--- config.mk ---
export PLATFORM = sky130hd
export DESIGN_NAME = can_tx_stuff_ctrl
export DESIGN_NICKNAME = d
export VERILOG_FILES = /design/src/rtl/can_pkg.sv /design/src/rtl/can_tx_stuff_ctrl.sv
export SDC_FILE = /design/constraint.sdc
export NUM_CORES = 1
export LEC_CHECK = 0
export BUFFER_PORTS_ARGS = -buffer_cell sky130_fd_sc_hd__buf_4
export CORE_ASPECT_RATIO = 1.2
export CORE_UTILIZATION = 50
export CTS_CLUSTER_SIZE = 10
export DETAILED_ROUTE_END_ITERATION = 10
export PLACE_DENSITY = 0.8
export SLEW_MARGIN = 10
export SYNTH_ARGS = -nofsm -noshare
export SYNTH_HDL_FRONTEND = slang
export SYNTH_SLANG_ARGS = --single-unit
--- constraint.sdc ---
create_clock -name clk -period 2.1 [get_ports clk]
set_input_delay 0 -clock clk [delete_from_list [all_inputs] [get_ports clk]]
set_output_delay 0 -clock clk [all_outputs]
set_load 0.01 [all_outputs]
--- src/rtl/can_pkg.sv ---
// can_pkg: shared types and constants for the CAN transmit path.
// Holds the frame sequencer state encoding and the fixed CAN frame
// geometry used by can_tx_stuff_ctrl.
package can_pkg;

  // Frame sequencer states.
  typedef enum logic [2:0] {
    ST_IDLE    = 3'd0,
    ST_STUFFED = 3'd1,
    ST_DRAIN   = 3'd2,
    ST_TAIL    = 3'd3,
    ST_IFS     = 3'd4
  } tx_stuff_state_e;

  // Unstuffed recessive tail: CRC delimiter, ACK slot, ACK delimiter, 7-bit EOF.
  localparam int CAN_TAIL_BITS      = 10;
  // Intermission slots after EOF.
  localparam int CAN_IFS_BITS       = 3;
  // SOF, 11-bit ID, RTR, IDE, r0, 4-bit DLC, 64 data bits, 15-bit CRC.
  localparam int CAN_MAX_FRAME_BITS = 98;

  // Saturating increment for the 5-bit stuff-bit counter.
  function automatic logic [4:0] sat_inc5(input logic [4:0] val);
    if (val == 5'd31) begin
      return val;
    end
    return val + 5'd1;
  endfunction

endpackage

--- src/rtl/can_tx_stuff_ctrl.sv ---
// can_tx_stuff_ctrl: frame-level transmit sequencer in front of the CAN bit
// stuffer. Feeds the latched stuffed region MSB-first to the stuffer, holds
// the current bit while the stuffer inserts a stuff bit, then appends the
// recessive tail and, optionally, the intermission.
// Optional feature macro: CAN_TX_STUFF_CTRL_IFS_EN (adds the 3-slot IFS state).
module can_tx_stuff_ctrl
  import can_pkg::*;
#(
  parameter int MAX_BITS = CAN_MAX_FRAME_BITS,
  parameter int LEN_W    = 7
) (
  input  logic                clk,
  input  logic                rst_n,
  input  logic                sample_point,
  input  logic                frame_valid,
  output logic                frame_ready,
  input  logic [MAX_BITS-1:0] frame_bits,
  input  logic [LEN_W-1:0]    frame_len,
  input  logic                tx_abort,
  output logic                stf_bit_in,
  input  logic                stf_bit_out,
  input  logic                stf_stuff_inserted,
  output logic                tx_bit,
  output logic                busy,
  output logic                done,
  output logic [4:0]          stuff_cnt
);

  tx_stuff_state_e     state_q, state_d;
  logic [MAX_BITS-1:0] frame_q, frame_d;
  logic [LEN_W-1:0]    len_q, len_d;
  logic [LEN_W-1:0]    bit_idx_q, bit_idx_d;
  logic [4:0]          stuff_cnt_q, stuff_cnt_d;
  logic [3:0]          tail_cnt_q, tail_cnt_d;
  logic                done_q, done_d;
`ifdef CAN_TX_STUFF_CTRL_IFS_EN
  logic [1:0]          ifs_cnt_q, ifs_cnt_d;
`endif

  logic [LEN_W-1:0]    bit_pos;
  logic [LEN_W-1:0]    bit_idx_inc;

  // Position of the current bit inside the left-aligned frame vector.
  assign bit_pos     = LEN_W'(MAX_BITS - 1) - bit_idx_q;
  assign bit_idx_inc = bit_idx_q + LEN_W'(1);

  assign frame_ready = (state_q == ST_IDLE);
  assign busy        = (state_q != ST_IDLE);
  assign done        = done_q;
  assign stuff_cnt   = stuff_cnt_q;

  // State and datapath registers; reset returns everything to the idle frame.
  always_ff @(posedge clk or negedge rst_n) begin
    if (!rst_n) begin
      state_q     <= ST_IDLE;
      frame_q     <= '0;
      len_q       <= '0;
      bit_idx_q   <= '0;
      stuff_cnt_q <= '0;
      tail_cnt_q  <= '0;
      done_q      <= 1'b0;
    end else begin
      state_q     <= state_d;
      frame_q     <= frame_d;
      len_q       <= len_d;
      bit_idx_q   <= bit_idx_d;
      stuff_cnt_q <= stuff_cnt_d;
      tail_cnt_q  <= tail_cnt_d;
      done_q      <= done_d;
    end
  end

`ifdef CAN_TX_STUFF_CTRL_IFS_EN
  // Intermission slot counter.
  always_ff @(posedge clk or negedge rst_n) begin
    if (!rst_n) begin
      ifs_cnt_q <= '0;
    end else begin
      ifs_cnt_q <= ifs_cnt_d;
    end
  end
`endif

  // Next-state and output logic; slot activity only advances on sample points,
  // while accept and abort act on any edge.
  always_comb begin
    state_d     = state_q;
    frame_d     = frame_q;
    len_d       = len_q;
    bit_idx_d   = bit_idx_q;
    stuff_cnt_d = stuff_cnt_q;
    tail_cnt_d  = tail_cnt_q;
    done_d      = 1'b0;
`ifdef CAN_TX_STUFF_CTRL_IFS_EN
    ifs_cnt_d   = ifs_cnt_q;
`endif
    stf_bit_in  = 1'b1;
    tx_bit      = 1'b1;

    case (state_q)
      ST_IDLE: begin
        if (frame_valid) begin
          frame_d     = frame_bits;
          len_d       = frame_len;
          bit_idx_d   = '0;
          stuff_cnt_d = '0;
          state_d     = ST_STUFFED;
        end
      end

      ST_STUFFED: begin
        stf_bit_in = frame_q[bit_pos];
        tx_bit     = stf_bit_out;
        if (sample_point) begin
          if (stf_stuff_inserted) begin
            // The stuffer used this slot; the current bit is offered again.
            stuff_cnt_d = sat_inc5(stuff_cnt_q);
          end else begin
            bit_idx_d = bit_idx_inc;
            if (bit_idx_inc == len_q) begin
              state_d = ST_DRAIN;
            end
          end
        end
      end

      ST_DRAIN: begin
        // A stuff bit may still be due after the last CRC bit; if so it
        // occupies this slot and the CRC delimiter moves into the tail.
        tx_bit = stf_bit_out;
        if (sample_point) begin
          if (stf_stuff_inserted) begin
            stuff_cnt_d = sat_inc5(stuff_cnt_q);
            tail_cnt_d  = 4'(CAN_TAIL_BITS);
          end else begin
            tail_cnt_d  = 4'(CAN_TAIL_BITS - 1);
          end
          state_d = ST_TAIL;
        end
      end

      ST_TAIL: begin
        if (sample_point) begin
          tail_cnt_d = tail_cnt_q - 4'd1;
          if (tail_cnt_q == 4'd1) begin
`ifdef CAN_TX_STUFF_CTRL_IFS_EN
            ifs_cnt_d = 2'(CAN_IFS_BITS);
            state_d   = ST_IFS;
`else
            done_d    = 1'b1;
            state_d   = ST_IDLE;
`endif
          end
        end
      end

`ifdef CAN_TX_STUFF_CTRL_IFS_EN
      ST_IFS: begin
        if (sample_point) begin
          ifs_cnt_d = ifs_cnt_q - 2'd1;
          if (ifs_cnt_q == 2'd1) begin
            done_d  = 1'b1;
            state_d = ST_IDLE;
          end
        end
      end
`endif

      default: begin
        state_d = ST_IDLE;
      end
    endcase

    // Abort wins over any slot transition and keeps the stuff count as it was.
    if (tx_abort && (state_q != ST_IDLE)) begin
      state_d     = ST_IDLE;
      stuff_cnt_d = stuff_cnt_q;
      done_d      = 1'b0;
    end
  end

endmodule

## Yosys cells after proc, flatten, opt, wreduce, memory -nomap -nowiden

Index checks and enable logic that the tools add are counted.

- Reduce and logical (&&, ||, !) cells: 12
- Magnitude comparators: 1
- Bitwise operators: 1
- Muxes and demuxes: 39
- Equal/unequal tests: 20
- Add/subtract/negate cells: 4

Operator list:

| operator | count |
|---|---|
| two-way mux 5 bit | 8 |
| two-way mux 3 bit | 8 |
| two-way mux 7 bit | 3 |
| inequality test 3 bit, second input constant | 6 |
| one-hot mux 5 bit (3 select lines) | 1 |
| inequality test 2 bit, second input constant | 7 |
| one-hot mux 7 bit (2 select lines) | 1 |
| AND reduction 7 bit | 2 |
| two-way mux 1 bit | 12 |
| one-hot mux 3 bit (4 select lines) | 1 |
| < comparator 7 x 8 -> 1 bit, second input constant | 1 |
| two-way mux 4 bit | 2 |
| one-hot mux 4 bit (2 select lines) | 1 |
| adder 7 x 1 -> 7 bit, second input constant | 1 |
| binary-select mux 1 bit (select 7 bit) | 1 |
| == test 7 bit | 1 |
| subtractor 7 bit, first input constant | 1 |
| == test 3 x 2 -> 1 bit, second input constant | 2 |
| nonzero test 3 bit | 2 |
| adder 5 x 1 -> 5 bit, second input constant | 1 |
| == test 5 bit, second input constant | 1 |
| == test 4 x 1 -> 1 bit, second input constant | 1 |
| AND reduction 4 bit | 1 |
| nonzero test 2 bit | 2 |
| other kinds (10) | 10 |

- Word-level logic and storage cells: 84
- Output and inout bits: 10
- Bits in registers: 125

## Longest topological paths before layout

- Depth in word-level cells: 9
- Gate-level depth with buffers: 10
- Mapped depth without buffers: 8

## Least setup slack after synthesis

Ideal clock, no wire load.

- Path kind: register -> register
- From: register state_q[0]
- To: register state_q[0]
- Stages on the path, launching flop included: 9
- Buffers on the path: 0
- Arrival: 2145 ps
- Setup time: 126 ps
- Required time: 1974 ps
- Slack: -171 ps
- Clock period less this slack: 2271 ps
- Cells stage by stage: dfrtp_1 inv_1 ha_1 nor2b_1 or4_1 nor4_1 a31o_2 nand2_2 o311a_1

RTL lines:

| item | line | RTL |
|---|---|---|
| start, declared | can_tx_stuff_ctrl.sv:29 | `tx_stuff_state_e state_q, state_d;` |
| start signal, assigned | can_tx_stuff_ctrl.sv:63 | `state_q <= state_d;` |
| logical NOT 3 bit * | n/a |  |
| via frame_ready | can_tx_stuff_ctrl.sv:16 | `output logic frame_ready,` |
| inequality test 3 x 2 -> 1 bit (no line) / one-hot mux 3 bit (4 select lines) (equally long branches) | n/a |  |
| AND reduction 7 bit (no line) / two-way mux 3 bit (equally long branches) | n/a |  |

Mark *: on every way through the listed nets, which the timed path passes. The rest lies on a longest branch.
A chain may end at the register's enable or synchronous reset.

## Worst setup path in the final report

- From: register bit_idx_q[1]
- To: output port stf_bit_in

- Word-level cells in the longest chain between the ends: 4

Ends and longest elaborated chain:

| item | line | RTL |
|---|---|---|
| start, declared | can_tx_stuff_ctrl.sv:32 | `logic [LEN_W-1:0] bit_idx_q, bit_idx_d;` |
| start signal, assigned | can_tx_stuff_ctrl.sv:66 | `bit_idx_q <= bit_idx_d;` |
| subtractor 7 bit | can_tx_stuff_ctrl.sv:44 | `assign bit_pos = LEN_W'(MAX_BITS - 1) - bit_idx_q;` |
| binary-select mux 1 bit (select 7 bit) | can_tx_stuff_ctrl.sv:112 | `stf_bit_in = frame_q[bit_pos];` |
| two-way mux 1 bit (not written as such) | can_tx_stuff_ctrl.sv:112 |  |
| two-way mux 1 bit | can_tx_stuff_ctrl.sv:100 | `case (state_q)` |
| end, declared | can_tx_stuff_ctrl.sv:20 | `output logic stf_bit_in,` |

No other way between the ends. The select of a mux whose other input is x is not followed.

==> results by group <==
Pwr
  • Leak: 4.061 nW
  • Peak VDD IR: 0.0008787 V
  • PD cells: 1371 nW/um^2
  • Total power: 12.64 mW

Run
  • MaxCap Viol Count: 0

Timing
  • Max Clk Rate: 385.0 MHz
  • Final hold vios: 0
  • Slew margin rel.: 0.6023
  • Unrepaired setup endpoints after global routing: yes
  • Crit share post-route: 1.237
  • Clock Skew: 0.006382 ns
  • Slew Viols, Final: 0
  • Crit path time final: 2.598 ns
  • Final setup violation count: 3
  • Least-Margin Pin Slew: 0.5965 ns
  • Hold WS: 0.1255 ns
  • Post-route setup slack: -0.4977 ns

Yosys
  • Synth top area share: 0.5057
  • Async SR Flop Fraction: 1.000
  • Sequential share of the synthesized area: 0.5057
  • Post-synth EDFFs: 0
  • Post-Syn Area: 6136 um^2
  • Yosys reg bits: 124
  • Synth Warn #: 0
  • Synth top area cells: dfrtp_1 (51%), mux2_2 (20%), mux4_2 (5.1%), mux2i_1 (3.8%), ha_1 (2.2%)
  • Yosys cell types: 51
  • Syn_nets: 594
  • Cells after synthesis: 471
  • Syn_area_per_cell: 13.03 um^2
  • Ys flop type: dfrtp_1
  • Area leader, netlist: dfrtp_1

Floorplanning
  • Core footprint: 11,780 um^2
  • Initial Util: 0.5208
  • Total Die Area: 12,720 um^2
  • # rows: 43
  • Top-level I/O count: 122
  • Die Y: 123.4 um
  • Die width: 103.1 um

Worst setup path
  • Kind of critical path: reg -> out
  • Cell mode on critical path: buf_4
  • Slowest stage cell, crit path: dfrtp_2
  • CP required: 2.10 ns
  • Worst-path cell chain: buf_4 > nor3_2 > xnor2_2 > a311oi_1 > and3_1 > o21ai_0 > a32oi_2 > buf_4
  • Critical Path Sink Type: output port
  • Crit Path Max Fanout: 12
  • Max stage delay on crit path: 0.44 ns
  • Setup crit start kind: register
  • Arrival @ worst endpoint: 2.60 ns

Finish
  • Final net count: 847
  • Commonest non-fill, non-tap cells in the layout: buf_4 (146), dfrtp_1 (122), dlygate4sd3_1 (109), mux2_2 (107), mux2i_1 (23)
  • P&R area growth vs syn: 50.33%
  • Antenna Cells: 0
  • Layout cells sized above 1: 0.4435
  • Most common cell after layout, fill and taps aside: buf_4
  • # fillers: 630
  • FF+latch area: 3105 um^2
  • Area of the multi-input gates: 2943 um^2

GRT
  • Vias in the first global route: 5,394
  • Initial antenna violation count: 0
  • Largest net degree at the start of global routing: 45
  • Global-route usage over all layers: 0.3017
  • Wire length of the first global-routing pass: 27,720 um
  • GRT Residual Overflow: 0

Clock tree
  • Clock buffer depth: 2
  • Worst-Skew Late Latency: 0.41 ns
  • Clock slew seen by the registers of the worst setup and hold paths: 0.06 ns
  • Clock Root Buffer: clkbuf_16
  • CTS tree: built
  • H-tree level count: 4
  • Clock Sinks: 124
  • Num CTS Buffers: 17

Routing
  • First-pass DRT Iterations: 5
  • Vias: 4,940
  • Routed Wire Length: 17,970 um
  • DR WL/cell: 20.15 um
  • DR DRC count: 0
  • Vias/cell: 5.538
  • First-iteration detailed-routing DRC count: 270
  • Antenna viol nets, final: 0

Worst hold path
  • Hold WC Path Type: in -> async

Placed design
  • Buffers added on ports: 121
  • Gpl congestion: 0.8456
  • DP Wirelength: 10,090 um

Run status
  • Outcome: complete, but fails checks
  • Failing checks: negative setup slack
## synthesized netlist by cell type (6+ instances only)
master	n
nand3_1	13
dfrtp_1	124
nand2_1	21
xnor2_1	8
buf_2	9
nor2b_1	6
ha_1	11
o21ai_0	21
inv_1	11
mux4_2	14
nor2_1	13
mux2_2	107
a21oi_1	8
mux2i_1	23
clkbuf_1	17
xor2_1	8
## per-layer routing
metal	track usage	vias to the layer above	wire [um]	share of wire
met5	0	-	0	0
met4	0.1162	0	574	0.032
met3	0.06162	47	1022	0.057
met2	0.5604	229	9782	0.54
met1	0.3341	2439	6591	0.37
li1	-	2225	-	-
## what timing repair did
item                       4_1_cts  5_1_grt
hold endpoints to repair       149        0
setup buffers                    3        4
cloned                           0        0
hold buffers                   109        0
setup endpoints to repair        3        4
pin swaps                        7        2
resized for setup               12        6
## where the power goes
part	internal [mW]	switching (mW)	leakage [nW]
Sequential	3.53	0.761	1.48
Combinational	2.90	2.33	2.28
Clock	2.04	1.09	0.298
## registers in the layout, summed over array words and instances (netlist names)
name        flops
tail_cnt_q      4
frame_q        98
stuff_cnt       5
bit_idx_q       7
state_q         2
done            1
len_q           7
## cells by family (layout without fill, tap and decap cells)
family,count (synthesis),count (layout),share of synthesized area
compound gates,59,59,0.06383
xor+xnor,18,18,0.03100
fa+ha+maj,11,11,0.02243
buf+inv,41,305,0.02834
flops,124,124,0.5057
mux,145,145,0.2896
simple gates,73,73,0.05914
## cell type report
type,count,area share
multi-input cells,306,0.3190
inverters,11,0.004476
repair buffers,264,0.2509
flip-flops and latches,124,0.3367
clock buffers,20,0.04951
clock inverters,10,0.01804
well taps,157,0.02130
## worst paths after layout
path,from,endpoint,slack (ns),depth (start not counted)
setup / recovery,bit_idx_q[1]$_DFFE_PN0P_,stf_bit_in,-0.50,8
hold / removal,rst_n,stuff_cnt[0]$_DFFE_PN0P_,0.13,2
setup reg to reg,bit_idx_q[1]$_DFFE_PN0P_,state_q[0]$_DFFE_PN0P_,-0.39,10
hold reg to reg,frame_q[82]$_DFFE_PN0P_,frame_q[82]$_DFFE_PN0P_,0.50,1
max in group asynchronous,rst_n,bit_idx_q[1]$_DFFE_PN0P_,1.29,3
min in group clk,frame_valid,frame_q[63]$_DFFE_PN0P_,0.22,4
## critical path: cells and delay by family, from the launching register on
family / cells / cell delay (ns)
flops: 1 / 0.44
compound gates: 3 / 0.72
xor+xnor: 1 / 0.21
buf+inv: 2 / 0.37
simple gates: 2 / 0.43
## stage by stage
| stage | setup WS (ns) | util | setup TNS (ns) | instances | area (um^2) |
|---|---|---|---|---|---|
| finish | -0.4977 | 0.7828 | -1.189 | 892 | 9224 |
| global placement | -0.08099 | 0.6271 | -0.1153 | 747 | 7388 |
| CTS | -0.4004 | 0.7794 | -0.8284 | 889 | 9184 |
| floorplan | -0.009021 | - | -0.009021 | 471 | 6158 |
| global route | -0.5567 | 0.7828 | -1.368 | 892 | 9224 |
| detailed placement | -0.1710 | 0.6271 | -0.3387 | 747 | 7388 |
(Power assumes the default switching activity.)
